<file path="src/rtl/dff_bank_arbiter_pkg.sv">
// Shared types and width helpers for the round-robin arbiter that owns
// the shared q/q_bar storage register.
package dff_arb_pkg;

    typedef enum logic {
        IDLE = 1'b0,
        BUSY = 1'b1
    } state_t;

    // Width of an index/counter able to represent 0..n-1, never below one bit.
    function automatic int unsigned clog2_min1(input int unsigned n);
        int unsigned w;
        w = $clog2(n);
        return (w == 0) ? 1 : w;
    endfunction

endpackage

</file>
<file path="src/rtl/dff_bank_arbiter_if.sv">
// Requester-side bus of the shared register arbiter: requests, write data,
// clear, grants and the q/q_bar storage outputs.
interface dff_bank_arbiter_if #(
    parameter int unsigned NREQ  = 4,
    parameter int unsigned WIDTH = 8
);
    localparam int unsigned OW = dff_arb_pkg::clog2_min1(NREQ);

    logic [NREQ-1:0]       req;
    logic [NREQ*WIDTH-1:0] wdata;
    logic                  clr;
    logic [NREQ-1:0]       gnt;
    logic [OW-1:0]         owner;
    logic                  busy;
    logic [WIDTH-1:0]      q;
    logic [WIDTH-1:0]      q_bar;

    modport master (
        output req, wdata, clr,
        input  gnt, owner, busy, q, q_bar
    );

    modport slave (
        input  req, wdata, clr,
        output gnt, owner, busy, q, q_bar
    );

endinterface

</file>
<file path="src/rtl/dff_bank_arbiter_rr_pick.sv">
// Combinational round-robin selector: first set request scanning upward from
// ptr, wrapping modulo NREQ.
module rr_pick #(
    parameter int unsigned NREQ = 4,
    parameter int unsigned IW   = dff_arb_pkg::clog2_min1(NREQ)
) (
    input  logic [NREQ-1:0] req,
    input  logic [IW-1:0]   ptr,
    output logic [IW-1:0]   winner,
    output logic            valid
);

    always_comb begin
        int unsigned idx;
        winner = '0;
        valid  = 1'b0;
        idx    = 0;
        for (int unsigned i = 0; i < NREQ; i++) begin
            // Explicit wrap keeps non-power-of-2 NREQ correct.
            idx = 32'(ptr) + i;
            if (idx >= NREQ) begin
                idx = idx - NREQ;
            end
            if (!valid && req[idx]) begin
                valid  = 1'b1;
                winner = IW'(idx);
            end
        end
    end

endmodule

</file>
<file path="src/rtl/dff_bank_arbiter.sv">
// Round-robin arbiter sharing one WIDTH-bit q/q_bar storage register among
// NREQ requesters, with a per-tenure write limit of MAX_HOLD cycles.
module dff_bank_arbiter
    import dff_arb_pkg::*;
#(
    parameter int unsigned NREQ     = 4,
    parameter int unsigned WIDTH    = 8,
    parameter int unsigned MAX_HOLD = 4
) (
    input  logic              clk,
    input  logic              rst,
    dff_bank_arbiter_if.slave bus
);

    localparam int unsigned   OW        = clog2_min1(NREQ);
    localparam int unsigned   HW        = clog2_min1(MAX_HOLD + 1);
    localparam logic [OW-1:0] LAST_IDX  = OW'(NREQ - 1);
    localparam logic [HW-1:0] HOLD_LAST = HW'(MAX_HOLD - 1);

    state_t           state_q, state_d;
    logic [NREQ-1:0]  gnt_q, gnt_d;
    logic [OW-1:0]    owner_q, owner_d;
    logic [OW-1:0]    ptr_q, ptr_d;
    logic [HW-1:0]    hold_cnt_q, hold_cnt_d;
    logic [WIDTH-1:0] q_q, q_d;
    logic [WIDTH-1:0] q_bar_q, q_bar_d;

    logic [OW-1:0]    winner;
    logic             win_valid;
    logic [WIDTH-1:0] owner_data;

    rr_pick #(
        .NREQ (NREQ),
        .IW   (OW)
    ) u_pick (
        .req    (bus.req),
        .ptr    (ptr_q),
        .winner (winner),
        .valid  (win_valid)
    );

    assign owner_data = bus.wdata[32'(owner_q)*WIDTH +: WIDTH];

    always_ff @(posedge clk or posedge rst) begin
        if (rst) begin
            state_q    <= IDLE;
            gnt_q      <= '0;
            owner_q    <= '0;
            ptr_q      <= '0;
            hold_cnt_q <= '0;
            q_q        <= '0;
            q_bar_q    <= '1;
        end else begin
            state_q    <= state_d;
            gnt_q      <= gnt_d;
            owner_q    <= owner_d;
            ptr_q      <= ptr_d;
            hold_cnt_q <= hold_cnt_d;
            q_q        <= q_d;
            q_bar_q    <= q_bar_d;
        end
    end

    always_comb begin
        logic do_write;
        logic release_now;
        state_d     = state_q;
        gnt_d       = gnt_q;
        owner_d     = owner_q;
        ptr_d       = ptr_q;
        hold_cnt_d  = hold_cnt_q;
        q_d         = q_q;
        q_bar_d     = q_bar_q;
        do_write    = 1'b0;
        release_now = 1'b0;

        case (state_q)
            IDLE: begin
                if (win_valid) begin
                    state_d        = BUSY;
                    gnt_d          = '0;
                    gnt_d[winner]  = 1'b1;
                    owner_d        = winner;
                    hold_cnt_d     = '0;
                end
            end
            BUSY: begin
                if (bus.req[owner_q]) begin
                    do_write    = 1'b1;
                    hold_cnt_d  = hold_cnt_q + 1'b1;
                    release_now = (hold_cnt_q == HOLD_LAST);
                end else begin
                    release_now = 1'b1;
                end
            end
            default: begin
                state_d = IDLE;
            end
        endcase

        if (release_now) begin
            state_d = IDLE;
            gnt_d   = '0;
            owner_d = '0;
            ptr_d   = (owner_q == LAST_IDX) ? '0 : owner_q + 1'b1;
        end

        // clr wins over the write but the tenure bookkeeping above still advances.
        if (bus.clr) begin
            q_d     = '0;
            q_bar_d = '1;
        end else if (do_write) begin
            q_d     = owner_data;
            q_bar_d = ~owner_data;
        end
    end

    assign bus.gnt   = gnt_q;
    assign bus.owner = owner_q;
    assign bus.busy  = (state_q == BUSY);
    assign bus.q     = q_q;
    assign bus.q_bar = q_bar_q;

endmodule

</file>
<file path="src/flat_wrapper.sv">
// flat-port wrapper written by rule: the top's interface ports become plain ports
module dff_bank_arbiter_flat import dff_arb_pkg::*;
#(
    parameter int unsigned NREQ     = 4,
    parameter int unsigned WIDTH    = 8,
    parameter int unsigned MAX_HOLD = 4
)
  (clk, rst, bus_req, bus_wdata, bus_clr, bus_gnt, bus_owner, bus_busy, bus_q, bus_q_bar);
  dff_bank_arbiter_if #(.NREQ(NREQ), .WIDTH(WIDTH)) bus_i ();
  input  logic clk;
  input  logic rst;
  input wire logic [$bits(bus_i.req)-1:0] bus_req;
  input wire logic [$bits(bus_i.wdata)-1:0] bus_wdata;
  input wire logic [$bits(bus_i.clr)-1:0] bus_clr;
  output wire logic [$bits(bus_i.gnt)-1:0] bus_gnt;
  output wire logic [$bits(bus_i.owner)-1:0] bus_owner;
  output wire logic [$bits(bus_i.busy)-1:0] bus_busy;
  output wire logic [$bits(bus_i.q)-1:0] bus_q;
  output wire logic [$bits(bus_i.q_bar)-1:0] bus_q_bar;
  assign bus_i.req = bus_req;
  assign bus_i.wdata = bus_wdata;
  assign bus_i.clr = bus_clr;
  assign bus_gnt = bus_i.gnt;
  assign bus_owner = bus_i.owner;
  assign bus_busy = bus_i.busy;
  assign bus_q = bus_i.q;
  assign bus_q_bar = bus_i.q_bar;
  dff_bank_arbiter #(.NREQ(NREQ), .WIDTH(WIDTH), .MAX_HOLD(MAX_HOLD)) u_core (.clk(clk), .rst(rst), .bus(bus_i));
endmodule
</file>
<file path="config.mk">
export PLATFORM = sky130hd
export DESIGN_NAME = dff_bank_arbiter_flat
export DESIGN_NICKNAME = d
export VERILOG_FILES = /design/src/rtl/dff_bank_arbiter_pkg.sv /design/src/rtl/dff_bank_arbiter_if.sv /design/src/rtl/dff_bank_arbiter_rr_pick.sv /design/src/rtl/dff_bank_arbiter.sv /design/src/flat_wrapper.sv
export SDC_FILE = /design/constraint.sdc
export NUM_CORES = 1
export LEC_CHECK = 0
export BUFFER_PORTS_ARGS = -buffer_cell sky130_fd_sc_hd__buf_2
export CAP_MARGIN = 20
export CORE_ASPECT_RATIO = 0.7
export CORE_MARGIN = 1
export CORE_UTILIZATION = 45
export DETAILED_ROUTE_END_ITERATION = 8
export HOLD_SLACK_MARGIN = 0.1
export PLACE_DENSITY = 0.82
export SETUP_SLACK_MARGIN = 0.05
export SYNTH_ARGS = -nofsm -noshare
export SYNTH_HDL_FRONTEND = slang
export SYNTH_SLANG_ARGS = --single-unit
export TNS_END_PERCENT = 30
</file>
<file path="constraint.sdc">
create_clock -name clk -period 3.2 [get_ports clk]
set_input_delay 0 -clock clk [delete_from_list [all_inputs] [get_ports clk]]
set_output_delay 0 -clock clk [all_outputs]
set_load 0.03 [all_outputs]
</file>
==> flow_summary_export.csv <==
group,metric,value,unit
synth,ys_seq_area_frac,0.469,
power_and_ir_drop,power.share.clock,0.154,
synth,synthCells,132,
power_and_ir_drop,p_total,0.00179,W
routing,wl_per_cell,14.9,um
power_and_ir_drop,max-vdd-ir-drop,0.339,mV
flow_run,drv_cap,0,
timing,min_period_over_period,0.582,
power_and_ir_drop,power_switching,0.000760,W
clocking,clkTransAtPathRegs,0.10,ns
timing,timing.setup.tns,0,ns
synth,syn_nets,174,
die,coreArea,3170,um2
worst_setup_path,critPathMaxFanout,12,
clocking,clock_latency,0.27,ns
die,die_w,71.4,um
grt,track_usage,0.205,
worst_setup_path,critical_path.cell_chain,"mux4_2, nand2b_1, and2_1, mux2_4",
power_and_ir_drop,p_leak,0.897,nW
cells_and_area,drive_above_1_share,0.484,
timing,clock_skew,0.00699,ns
routing,dr.pass1.iters,6,
worst_setup_path,cp_top_family,"multiplexers",
synth,ys_seq_elements,28,
cells_and_area,layout_common_cells,"buf_2, nand2_1, dfrtp_1, nand2b_1, mux4_2",
place,post_dp_cell_area,1810,um2
worst_setup_path,path_buf_inv,0,
worst_setup_path,critPathKind,"flop to flop",
synth,netlist_area,1520,um2
die,dieArea,3610,um2
worst_setup_path,timing.rr.end,"u_core.ptr_q[1]",
place,dpl.hpwl,2540,um
min_path,hold_depth,2,
place,portBuffers,61,
routing,dr.first_iter.drc_count,41,
outcome,violations,"design-rule violations",
timing,hold_viol,0,
worst_setup_path,r2r-start,"u_core.bus.owner[1]",
grt,antenna_found_initial,0,
grt,grt_pass1_wl,5590,um
power_and_ir_drop,seqPwrFrac,0.345,
timing,period_needed,1.86,ns
routing,drt_wl_total,3440,um
grt,grt_overflow,0,
grt,grt_max_degree,29,
worst_setup_path,reg2reg_depth,4,
synth,syn_avg_cell_area,11.5,um2
clocking,cts_buffer_depth,2,
worst_setup_path,cp-end-kind,"flop",
die,row_count,17,
timing,setup_viol,0,
routing,vias_per_cell,5.43,
min_path,hold_class,"input pin to flop",
worst_setup_path,cp_slowest_cell,"dfrtp_1",
worst_setup_path,cp_slowest_stage_delay,0.66,ns
timing,maxSlewViolCount,0,
routing,final_antenna_net_count,0,
timing,slew_headroom,0.602,
clocking,cts_root_buf,"clkbuf_8",
cells_and_area,final_common_cell,"buf_2",
die,initial_core_util,0.478,
worst_setup_path,critPathLaunchType,"flop",
place,gp_congestion,0.902,
grt,grt_pass1_vias,1139,
cells_and_area,final_area,1930,um2
worst_setup_path,cp.arrival,2.03,ns
clocking,htreeDepth,1,
timing,worstMarginPinSlew,0.592,ns
clocking,cts_tree,"done",
timing,rsz0062_at_grt,"false",
clocking,cts_sinks,28,
routing,drc,2,
worst_setup_path,rrSetupSlack,1.34,ns
cells_and_area,antenna_cells,0,
power_and_ir_drop,intPower,0.00103,W
synth,yosysWarnings,0,
outcome,status,"finished with violations",
routing,vias,1250,
min_path,worstHoldStart,"bus_clr",
worst_setup_path,cp.required,3.37,ns
die,boundaryPins,62,
power_and_ir_drop,p_sw_frac,0.425,
die,fp.dieH,50.6,um
power_and_ir_drop,power.density,927,nW/um2
clocking,cts_made_buffers,3,
power_and_ir_drop,combinationalPowerShare,0.501,
cells_and_area,layout.nets,235,
timing,fmax,537,MHz
synth,netlist-cell-type-count,31,
min_path,min_to,"u_core.bus.q[4]",
clocking,post-cts-setup-buffers,0,
cells_and_area,syn2layout_area_growth,27.4,%
-- routing by layer --
| layer | GRT usage | up-vias | wire length (um) |
|---|---|---|---|
| li1 | - | 590 | - |
| met1 | 0.290 | 620 | 1670 |
| met2 | 0.338 | 38 | 1590 |
| met3 | 0.0382 | 2 | 158 |
| met4 | 0.0300 | 0 | 11 |
| met5 | 0 | - | 0 |
-- cell type report --
class / count / area (um2)
Inverter: 3 / 11.3
Sequential cell: 28 / 711
Multi-Input combinational cell: 92 / 729
Fill cell: 272 / 1240
Clock inverter: 1 / 30.0
Clock buffer: 3 / 41.3
Tap cell: 38 / 47.5
Timing Repair Buffer: 65 / 360
-- power by group through the flow --
stage / combinational, W / sequential (W) / clock (W)
floorplan: 0.000539 / 0.000795 / 0
finish: 0.000897 / 0.000617 / 0.000275
global placement: 0.000874 / 0.000611 / 0
detailed placement: 0.000890 / 0.000619 / 0
CTS: 0.000896 / 0.000616 / 0.000282
global route: 0.000975 / 0.000637 / 0.000298
-- stage by stage --
stage	util	hold WS, ns	worst slack [ns]	std cells
finish	0.609	0.111	1.34	230
global route	0.609	0.110	1.18	230
CTS	0.600	0.101	1.34	229
detailed placement	0.572	0.304	1.35	223
global placement	0.572	0.300	1.42	223
floorplan	-	0.0595	1.34	132
-- worst max path at each step --
| stage | start | to | slack, ns | depth (start not counted) |
|---|---|---|---|---|
| 5_1_grt | u_core.bus.owner[1] | u_core.ptr_q[0] | 1.18 | 4 |
| 6_report | u_core.bus.owner[1] | u_core.ptr_q[1] | 1.34 | 4 |
| 3_3_place_gp | u_core.bus.owner[1] | u_core.ptr_q[1] | 1.42 | 4 |
| 4_1_cts | u_core.bus.owner[1] | u_core.ptr_q[1] | 1.34 | 4 |
| 2_1_floorplan | u_core.bus.owner[0] | u_core.ptr_q[0] | 1.34 | 5 |
| 3_5_place_dp | u_core.bus.owner[1] | u_core.ptr_q[0] | 1.35 | 4 |
-- kinds of logic after synthesis --
group,count (synthesis),synth area share
AO/OA/AOI/OAI,31,0.152
adder cells (fa/ha/maj),3,0.0248
flip-flops,28,0.469
multiplexers,11,0.154
AND/OR/NAND/NOR,47,0.151
buffers and inverters,12,0.0495
-- sequential cells by signal (all words and copies together), names as in the netlist --
register	cells
u_core.bus.q	8
u_core.hold_cnt_q	3
u_core.bus.busy	1
u_core.bus.owner	2
u_core.ptr_q	2
u_core.bus.gnt	4
u_core.bus.q_bar	8
-- cell usage after synthesis, drive strengths merged --
library cell,number,area share
o21ai,3,0.0099
ha,3,0.025
nand2b,11,0.045
or2,1,0.0041
nor3,1,0.0033
dfrtp,20,0.33
mux4,9,0.13
dfstp,8,0.14
o21a,1,0.0050
mux2,2,0.020
o32ai,3,0.017
a21o,8,0.040
and2,2,0.0083
o32a,1,0.0066
nand3,3,0.0099
a22o,2,0.012
clkbuf,1,0.0025
nand2,22,0.056
nor2,3,0.0074
nor4,1,0.0041
a21oi,11,0.049
a32o,2,0.013
buf,8,0.040
inv,3,0.0074
nor2b,3,0.012
-- worst register-to-register path: stages (launching register included) --
cell and delay, ns:
dfrtp_1 0.66, mux4_2 0.42, nand2b_1 0.10, and2_1 0.26, mux2_4 0.32
-- what timing repair did --
action                                 4_1_cts  5_1_grt
hold buffers                                 2        0
gates resized for setup                      0        0
endpoints found under the hold margin       21        0
Power figures use the tool's default switching activity.
